==> src/rtl/pc_pkg.sv <==
`default_nettype none
// ============================================================================
// Module      : pc_pkg
// Description : Shared operation codes and FSM state encoding for pc_unit.
// Revision    : 1.0 - initial release
// ============================================================================
package pc_pkg;

  // Operation select values carried on i_op
  localparam logic [2:0] PC_OP_HOLD    = 3'd0;
  localparam logic [2:0] PC_OP_INC     = 3'd1;
  localparam logic [2:0] PC_OP_LOAD_LO = 3'd2;
  localparam logic [2:0] PC_OP_LOAD_HI = 3'd3;
  localparam logic [2:0] PC_OP_LOAD    = 3'd4;
  localparam logic [2:0] PC_OP_BRANCH  = 3'd5;

  // Page-cross fixup FSM states
  typedef enum logic [0:0] {
    PC_ST_IDLE  = 1'b0,
    PC_ST_FIXUP = 1'b1
  } pc_state_e;

endpackage : pc_pkg
`default_nettype wire

==> src/rtl/pc_low_lane.sv <==
`default_nettype none
// ============================================================================
// Module      : pc_low_lane
// Description : Combinational low-lane path of the program counter. Selects
//               the next pcl (hold, increment, ADL load, signed branch add)
//               and reports the lane carry and page-cross condition.
// Revision    : 1.0 - initial release
// ============================================================================
module pc_low_lane
  import pc_pkg::*;
#(
  parameter int LO_W = 8
) (
  input  logic [2:0]      op_i,
  input  logic [LO_W-1:0] pcl_i,
  input  logic [LO_W-1:0] adl_i,
  input  logic [LO_W-1:0] offset_i,
  output logic [LO_W-1:0] pcl_next_o,
  output logic            carry_o,
  output logic            cross_o
);

  logic [LO_W:0] sum_inc;
  logic [LO_W:0] sum_br;

  // Unsigned adds; the branch page-cross is the carry corrected by the offset
  // sign, which equals bit LO_W of the sign-extended sum.
  assign sum_inc = {1'b0, pcl_i} + {{LO_W{1'b0}}, 1'b1};
  assign sum_br  = {1'b0, pcl_i} + {1'b0, offset_i};

  // Per-op selection of next pcl, carry and crossing
  always_comb begin
    pcl_next_o = pcl_i;
    carry_o    = 1'b0;
    cross_o    = 1'b0;
    case (op_i)
      PC_OP_INC: begin
        pcl_next_o = sum_inc[LO_W-1:0];
        carry_o    = sum_inc[LO_W];
      end
      PC_OP_LOAD_LO,
      PC_OP_LOAD: begin
        pcl_next_o = adl_i;
      end
      PC_OP_BRANCH: begin
        pcl_next_o = sum_br[LO_W-1:0];
        carry_o    = sum_br[LO_W];
        cross_o    = sum_br[LO_W] ^ offset_i[LO_W-1];
      end
      default: begin
        pcl_next_o = pcl_i;
      end
    endcase
  end

endmodule : pc_low_lane
`default_nettype wire

==> src/rtl/pc_unit.sv <==
`default_nettype none
// ============================================================================
// Module      : pc_unit
// Description : Parametrised program counter with split low/high lanes and a
//               two-cycle relative-branch page-cross fixup. The low lane is
//               updated on the branch cycle; the high lane is corrected on the
//               next enabled cycle.
// Revision    : 1.0 - initial release
// ============================================================================
module pc_unit
  import pc_pkg::*;
#(
  parameter int               PC_W        = 16,
  parameter int               LO_W        = 8,
  parameter logic [PC_W-1:0]  RESET_VALUE = '0
) (
  input  logic                 i_clk,
  input  logic                 i_reset,
  input  logic                 i_ce,
  input  logic [2:0]           i_op,
  input  logic [LO_W-1:0]      i_adl,
  input  logic [PC_W-LO_W-1:0] i_adh,
  input  logic [LO_W-1:0]      i_offset,
  output logic [PC_W-1:0]      o_pc,
  output logic [LO_W-1:0]      o_pcl,
  output logic [PC_W-LO_W-1:0] o_pch,
  output logic                 o_pclc,
  output logic                 o_page_cross,
  output logic                 o_busy
);

  localparam int HI_W = PC_W - LO_W;

  pc_state_e         state_q, state_d;
  logic [LO_W-1:0]   pcl_q, pcl_d;
  logic [HI_W-1:0]   pch_q, pch_d;
  logic              dir_q, dir_d;   // 1 = fixup decrements pch

  logic [LO_W-1:0]   lane_pcl;
  logic              lane_carry;
  logic              lane_cross;

  pc_low_lane #(
    .LO_W (LO_W)
  ) u_low_lane (
    .op_i       (i_op),
    .pcl_i      (pcl_q),
    .adl_i      (i_adl),
    .offset_i   (i_offset),
    .pcl_next_o (lane_pcl),
    .carry_o    (lane_carry),
    .cross_o    (lane_cross)
  );

  // State and counter registers; reset wins over clock enable and FIXUP
  always_ff @(posedge i_clk) begin
    if (i_reset) begin
      state_q <= PC_ST_IDLE;
      pcl_q   <= RESET_VALUE[LO_W-1:0];
      pch_q   <= RESET_VALUE[PC_W-1:LO_W];
      dir_q   <= 1'b0;
    end else begin
      state_q <= state_d;
      pcl_q   <= pcl_d;
      pch_q   <= pch_d;
      dir_q   <= dir_d;
    end
  end

  // Next-state, high-lane update and FSM transitions
  always_comb begin
    state_d = state_q;
    pcl_d   = pcl_q;
    pch_d   = pch_q;
    dir_d   = dir_q;
    if (i_ce) begin
      case (state_q)
        PC_ST_IDLE: begin
          pcl_d = lane_pcl;
          case (i_op)
            PC_OP_INC: begin
              if (lane_carry) begin
                pch_d = pch_q + {{(HI_W-1){1'b0}}, 1'b1};
              end
            end
            PC_OP_LOAD_HI,
            PC_OP_LOAD: begin
              pch_d = i_adh;
            end
            PC_OP_BRANCH: begin
              if (lane_cross) begin
                state_d = PC_ST_FIXUP;
                dir_d   = i_offset[LO_W-1];
              end
            end
            default: begin
              pch_d = pch_q;
            end
          endcase
        end
        PC_ST_FIXUP: begin
          // pcl already holds the branch target offset; only the page moves
          if (dir_q) begin
            pch_d = pch_q - {{(HI_W-1){1'b0}}, 1'b1};
          end else begin
            pch_d = pch_q + {{(HI_W-1){1'b0}}, 1'b1};
          end
          state_d = PC_ST_IDLE;
        end
        default: begin
          state_d = PC_ST_IDLE;
        end
      endcase
    end
  end

  assign o_pc         = {pch_q, pcl_q};
  assign o_pcl        = pcl_q;
  assign o_pch        = pch_q;
  assign o_pclc       = lane_carry;
  assign o_page_cross = (state_q == PC_ST_FIXUP);
  assign o_busy       = (state_q == PC_ST_FIXUP);

endmodule : pc_unit
`default_nettype wire

==> config.mk <==
export PLATFORM = sky130hd
export DESIGN_NAME = pc_unit
export DESIGN_NICKNAME = d
export VERILOG_FILES = /design/src/rtl/pc_pkg.sv /design/src/rtl/pc_low_lane.sv /design/src/rtl/pc_unit.sv
export SDC_FILE = /design/constraint.sdc
export NUM_CORES = 1
export LEC_CHECK = 0
export ABC_AREA = 1
export BUFFER_PORTS_ARGS = -buffer_cell sky130_fd_sc_hd__buf_2
export CAP_MARGIN = 20
export CORE_UTILIZATION = 30
export CTS_BUF_LIST = sky130_fd_sc_hd__clkbuf_8
export DETAILED_ROUTE_END_ITERATION = 10
export PLACE_DENSITY = 0.59
export SYNTH_ARGS = -nofsm -noshare
export SYNTH_HDL_FRONTEND = slang
export SYNTH_HIERARCHICAL = 1
export SYNTH_SLANG_ARGS = --single-unit
==> constraint.sdc <==
create_clock -name i_clk -period 2 [get_ports i_clk]
set_input_delay 0.2 -clock i_clk [delete_from_list [all_inputs] [get_ports i_clk]]
set_output_delay 0.2 -clock i_clk [all_outputs]
set_load 0.02 [all_outputs]
Yosys cells after proc, flatten, opt, wreduce, memory -nomap -nowiden. Cells that the tools add are included.

Add/sub/neg operators: 4. Multiply operators: 0. Div/mod/pow operators: 0. Magnitude comparators: 0. Bitwise logic cells: 2. Reductions and logical operators: 6. Equality and inequality tests: 7. Muxes and demuxes: 10. Shifts and indexed selects: 0.

Operators with widths (count): one-hot mux 8 bit (2 select lines) (2); one-hot mux 8 bit (3 select lines) (1); two-way mux 8 bit (2); adder 8 x 1 -> 9 bit (second input constant) (1); adder 8 x 8 -> 9 bit (1); adder 8 x 1 -> 8 bit (second input constant) (1); subtractor 8 x 1 -> 8 bit (second input constant) (1); == test 3 x 2 -> 1 bit (second input constant) (2); == test 3 bit (second input constant) (2); AND reduction 3 bit (2); one-hot mux 1 bit (2 select lines) (2); AND reduction 4 bit (1); OR reduction 2 bit (2); == test 3 x 1 -> 1 bit (second input constant) (1); two-way mux 1 bit (3); inequality test 3 x 1 -> 1 bit (second input constant) (1); inequality test 3 bit (second input constant) (1); nonzero test 3 bit (1); NOT 1 bit (1); XOR 1 bit (1).

Bits in latches: 0. Memory bits (writable): 0. Flip-flop bits (word level): 18. Memories kept: 0. Logic and storage cells: 33. ROM bits: 0.

Longest topological paths before layout.
Depth after elaboration: 6. Gate-level depth with buffers: 17. Gate-level depth less buffers: 17.

By module. The synthesis kept the hierarchy.

By module, submodules not included: pc_unit (times used 1, area an instance 1356.3 um2, cells an instance 219); pc_low_lane (times used 1, area an instance 765.7 um2, cells an instance 148).

Worst setup path before layout. No wires, ideal clock.

Path type: flip-flop to flip-flop. Start: register pcl_q[0], in the netlist o_pcl[0]. End: register pch_q[1], in the netlist o_pch[1]. Stages on the path, launching flop included: 18. Library setup time: 0.115 ns. Slack: -0.591 ns. Arrival time: 2.476 ns. Required time: 1.885 ns. Buffers on the path: 0. Period minus slack after synthesis: 2.591 ns. Path through: dfxtp_1 -> ha_1 -> inv_1 -> fa_1 -> o21ai_1 -> nand2_1 -> nand2_1 -> nand2_1 -> o31ai_1 -> nand2_1 -> nor2_1 -> nor2_1 -> nand2_4 -> nand2_4 -> inv_4 -> nand2_1 -> nor2_1 -> nor2_1.

Cells in the longest elaborated chain, start to end: 4. Elaborated cells on any way between the ends: 5.

RTL lines: start: declaration (RTL line pc_unit.sv:35) `logic [LO_W-1:0] pcl_q, pcl_d;`; start signal: assignment (RTL line pc_unit.sv:59) `pcl_q <= RESET_VALUE[LO_W-1:0];`; start signal: assignment (RTL line pc_unit.sv:64) `pcl_q <= pcl_d;`; adder 8 x 8 -> 9 bit / adder 8 x 1 -> 9 bit (equally long branches) (RTL line pc_low_lane.sv:29, pc_low_lane.sv:28); one-hot mux 1 bit (2 select lines) (*) (RTL line pc_low_lane.sv:36) `case (op_i)`; named net o_pclc (RTL line pc_unit.sv:27) `output logic o_pclc,`; inequality test 3 bit (no line) (*); AND reduction 3 bit (no line) (*); end signal: assignment (RTL line pc_unit.sv:60) `pch_q <= RESET_VALUE[PC_W-1:LO_W];`; end signal: assignment (RTL line pc_unit.sv:65) `pch_q <= pch_d;`; end: declaration (RTL line pc_unit.sv:36) `logic [HI_W-1:0] pch_q, pch_d;`.

Mark *: on every way through the listed nets, which the timed path passes. The rest lies on a longest branch. A chain may end at the register's enable or synchronous reset.

Worst setup path in the final report.
Start: register pcl_q[0], in the netlist o_pcl[0]. End: register pch_q[6], in the netlist o_pch[6].

Cells in the longest elaborated chain, start to end: 4. Elaborated cells on any way between the ends: 5.

RTL lines (RTL line): adder 8 x 8 -> 9 bit / adder 8 x 1 -> 9 bit (equally long branches) (pc_low_lane.sv:29, pc_low_lane.sv:28); one-hot mux 1 bit (2 select lines) (*) (pc_low_lane.sv:36); inequality test 3 bit (no line) (*); AND reduction 3 bit (no line) (*).

Every way passes the cells marked *; elsewhere a longest branch is shown, timed or not.

==> metrics.log <==
INFO  metric final_antenna_net_count = 0
INFO  metric max-cap-violations = 0
INFO  metric power_density = 456 nW/um^2
INFO  metric root_buffer = sky130_fd_sc_hd__clkbuf_8
INFO  metric overall_die_width = 86.1 um
INFO  metric routed_wirelength = 6.08 mm
INFO  metric synth_seq_cells = 18
INFO  metric end_kind = register
INFO  metric floorplan.die.height = 86.1 um
INFO  metric fill_cells = 776
INFO  metric worst_hold_path_type = in -> reg
INFO  metric routed_via_density = 4.56
INFO  metric rows = 30
INFO  metric finalCoreUtilization = 40.0%
INFO  metric io_pins = 65
INFO  metric track_usage = 16.9%
INFO  metric setup_total_negative_slack = -0.915 ns
INFO  metric cts_sinks = 18
INFO  metric cts_buffers = 3
INFO  metric setup.worst_path.start_class = register
INFO  metric achievable-frequency = 467 MHz
INFO  metric grt_remaining_overflow = 0
INFO  metric first_pass_grt_wire_length = 10.1 mm
INFO  metric gp_congestion = 0.834
INFO  metric failed_checks = setup timing
INFO  metric detailroute.wirelength.met2 = 2.74 mm
INFO  metric slew-limit-headroom = 67.9%
INFO  metric dr.first_iter.drc_count = 169
INFO  metric netlist_area = 2120 sq um
INFO  metric area.sequential = 368 sq um
INFO  metric crit_path_cell_trace = ha_4 -> inv_2 -> fa_2 -> o21ai_4 -> nand2_2 -> nand2_2 -> nand2_2 -> o31ai_4 -> nand2_1 -> nor2_1 -> nor2_1 -> nand2_4 -> nand2_8 -> nor2_2 -> nand3_1 -> a21oi_1
INFO  metric initial_core_util = 31.1%
INFO  metric power.leakage = 1.44 nW
INFO  metric finalHoldViolCount = 0
INFO  metric drt-met1-wl = 3.01 mm
INFO  metric timing.final.crit_share = 107%
INFO  metric critPathKind = reg -> reg
INFO  metric synth_area_leader_cell = sky130_fd_sc_hd__dfxtp_1
INFO  metric synth_cells = 367
INFO  metric htree_num_levels = 1
INFO  metric syn_avg_cell_area = 5.78 sq um
INFO  metric mappedNetlistNets = 409
INFO  metric final_cells = 533
INFO  metric detailed_placer_s_ending_hpwl = 4.93 mm
INFO  metric timing_worst_slew_pin_value = 0.481 ns
INFO  metric io_buffer_count = 64
INFO  metric dr_wl_met3 = 296 um
INFO  metric floorplan.die_area = 7410 sq um
INFO  metric post-synth-top-area-fraction = 17.0%
INFO  metric synth_area_leaders = sky130_fd_sc_hd__dfxtp_1 17%, sky130_fd_sc_hd__nand2_1 16%, sky130_fd_sc_hd__nand3_1 10%
INFO  metric first_global_vias = 2,135
INFO  metric clockBufferDepth = 2
INFO  metric drive_above_1_share = 31.4%
INFO  metric final_net_count = 480
INFO  metric detailed_route_drc_error_count = 0
INFO  metric drt_pass1_iterations = 5
INFO  metric critPathMostFrequentCell = sky130_fd_sc_hd__nand2_2
INFO  metric cts_tree = yes
INFO  metric antenna_violations_before_repair = 0
INFO  metric wire_per_inst = 11.4 um
INFO  metric final.setup.worst_slack = -0.142 ns
INFO  metric post-place-cells = 527
INFO  metric dr.max_layer_used = met4
INFO  metric timing_max_transition_violations_final = 0
INFO  metric finalPower = 0.00125 W
INFO  metric finalClockSkew = 0.00899 ns
INFO  metric ant_cells = 0
INFO  metric yosysWarnings = 6
INFO  metric routed-via-count = 2,430
INFO  metric critical_path.max_fanout = 8
INFO  metric grt_setup_unrepaired = yes
INFO  metric pin_count_of_the_biggest_net_entering_global_routing = 14
INFO  metric worst_path_max_delay_cell = sky130_fd_sc_hd__dfxtp_4
INFO  metric cts-hold-fix-buffers = 0
INFO  metric core_area = 6830 sq um
INFO  metric multi_input_area = 1480 sq um
INFO  metric synth_cell_type_count = 37
INFO  metric cp_slowest_stage_delay = 0.37 ns
INFO  metric outcome = complete, but fails checks
INFO  metric critical_path_required = 2.19 ns
INFO  metric clk_slew_on_worst_s_h_paths = 0.09 ns
INFO  metric areaGrowthSynthToFinish = 28.8%
INFO  metric ir_worst_vdd = 0.210 mV
INFO  metric share_of_synthesized_area_occupied_by_flip_flops_and_latches = 17.0%
INFO  metric worstSkewPairLatency = 0.26 ns
INFO  metric cp.arrival = 2.34 ns
INFO  metric layout_min_cycle_time = 2.14 ns
INFO  metric setup_viol_count_final = 9
[registers in the layout (all words and copies together), names as in the netlist]
register,cells
o_pch,8
dir_q,1
o_pcl,8
o_busy,1
[metrics by stage]
stage | instance area, sq um | setup slack [ns] | hold WS [ns]
2_1_floorplan | 2170 | -0.164 | 0.269
3_3_place_gp | 2610 | -0.135 | 0.474
3_5_place_dp | 2610 | -0.172 | 0.475
4_1_cts | 2700 | -0.189 | 0.207
5_1_grt | 2730 | -0.307 | 0.225
6_report | 2730 | -0.142 | 0.219
[cells by family after synthesis]
group                      count (synthesis)  synth area share (%)
and+or+nand+nor                          198                  41.9
AOI/OAI and AO/OA                         60                  15.9
xor gates and xnor gates                   1                 0.413
DFF                                       18                  17.0
adders and majority gates                 12                  7.43
buffers and inverters                     78                  17.5
[path summary, 6_finish.rpt]
path	startpoint	endpoint	slack, ns	depth (start not counted)
max	o_pcl[0]	o_pch[6]	-0.14	16
min	i_reset	o_pch[6]	0.22	2
max reg2reg	o_pcl[0]	o_pch[6]	-0.14	16
min reg2reg	o_pch[6]	o_pch[6]	0.54	2
[synthesized netlist by cell type]
| cell | n |
|---|---|
| sky130_fd_sc_hd__o21ai_2 | 1 |
| sky130_fd_sc_hd__nor3_1 | 1 |
| sky130_fd_sc_hd__or2_2 | 1 |
| sky130_fd_sc_hd__nand3_2 | 2 |
| sky130_fd_sc_hd__a32oi_1 | 1 |
| sky130_fd_sc_hd__buf_2 | 1 |
| sky130_fd_sc_hd__o31ai_1 | 1 |
| sky130_fd_sc_hd__o21ai_0 | 19 |
| sky130_fd_sc_hd__nor2_1 | 41 |
| sky130_fd_sc_hd__nor2_4 | 2 |
| sky130_fd_sc_hd__o21ai_1 | 8 |
| sky130_fd_sc_hd__or2_1 | 1 |
| sky130_fd_sc_hd__nand2_4 | 2 |
| sky130_fd_sc_hd__nand4_1 | 5 |
| sky130_fd_sc_hd__a21boi_0 | 1 |
| sky130_fd_sc_hd__nand3b_1 | 1 |
| sky130_fd_sc_hd__o2111ai_1 | 2 |
| sky130_fd_sc_hd__clkbuf_1 | 1 |
| sky130_fd_sc_hd__or2_0 | 2 |
| sky130_fd_sc_hd__buf_4 | 17 |
| sky130_fd_sc_hd__fa_1 | 1 |
| sky130_fd_sc_hd__xor2_1 | 1 |
| sky130_fd_sc_hd__nor2_2 | 4 |
| sky130_fd_sc_hd__o21a_1 | 2 |
| sky130_fd_sc_hd__a211oi_2 | 1 |
| sky130_fd_sc_hd__buf_6 | 1 |
| sky130_fd_sc_hd__clkinv_1 | 2 |
| sky130_fd_sc_hd__nand2_2 | 4 |
| sky130_fd_sc_hd__ha_1 | 11 |
| sky130_fd_sc_hd__nand2_1 | 88 |
| sky130_fd_sc_hd__nand3_1 | 44 |
| sky130_fd_sc_hd__a21oi_1 | 23 |
| sky130_fd_sc_hd__dfxtp_1 | 18 |
| sky130_fd_sc_hd__inv_4 | 2 |
| sky130_fd_sc_hd__a21oi_2 | 1 |
| sky130_fd_sc_hd__inv_2 | 9 |
| sky130_fd_sc_hd__inv_1 | 45 |
[placed cells by master, fill, tap and decap left out, types with 2 or more instances in the layout]
cell type	Yosys	routed
sky130_fd_sc_hd__inv_1	45	45
sky130_fd_sc_hd__dfxtp_2	0	3
sky130_fd_sc_hd__nor2_1	41	40
sky130_fd_sc_hd__o21ai_0	19	19
sky130_fd_sc_hd__o21a_1	2	2
sky130_fd_sc_hd__or2_0	2	2
sky130_fd_sc_hd__nand3_1	44	42
sky130_fd_sc_hd__nand4_1	5	5
sky130_fd_sc_hd__clkbuf_8	0	3
sky130_fd_sc_hd__inv_2	9	10
sky130_fd_sc_hd__buf_4	17	22
sky130_fd_sc_hd__nand2_1	88	84
sky130_fd_sc_hd__nand3_2	2	4
sky130_fd_sc_hd__buf_2	1	63
sky130_fd_sc_hd__clkinv_1	2	2
sky130_fd_sc_hd__o2111ai_1	2	2
sky130_fd_sc_hd__nand2_2	4	8
sky130_fd_sc_hd__nor2_4	2	2
sky130_fd_sc_hd__dfxtp_1	18	14
sky130_fd_sc_hd__nor2_2	4	5
sky130_fd_sc_hd__a21oi_1	23	21
sky130_fd_sc_hd__ha_1	11	10
sky130_fd_sc_hd__o21ai_1	8	7
sky130_fd_sc_hd__a21oi_2	1	3
[cell type report]
cell class                      count  share of cell area (%)
Clock buffer                        3                    1.51
Clock inverter                      1                   0.137
Inverter                           58                    8.52
Multi-Input combinational cell    271                    54.0
Sequential cell                    18                    13.5
Tap cell                           96                    4.40
Timing Repair Buffer               86                    18.0
[critical path: cells and delay by family (launching register included)]
| family | cells | cell delay, ns |
|---|---|---|
| flops | 1 | 0.37 |
| simple gates | 10 | 0.82 |
| fa+ha+maj | 2 | 0.49 |
| compound gates | 3 | 0.36 |
| buf+inv | 1 | 0.03 |
[where the power goes]
group | internal, W | switching, W
sequential | 0.000381 | 0.0000266
combinational | 0.000221 | 0.000336
clock | 0.000137 | 0.000145
[layer usage]
metal  up-vias  track usage, %
met5         -               0
met2        65            26.9
met1      1054            24.9
li1       1309               -
met4         0            3.18
met3         2            1.44
[what timing repair did]
| action | 4_1_cts | 5_1_grt |
|---|---|---|
| endpoints found under the setup margin | 10 | 11 |
| pin swaps | 10 | 6 |
| buffers inserted | 2 | 0 |
| cloned | 0 | 0 |
| gates resized for setup | 6 | 9 |
Power figures use the tool's default switching activity.
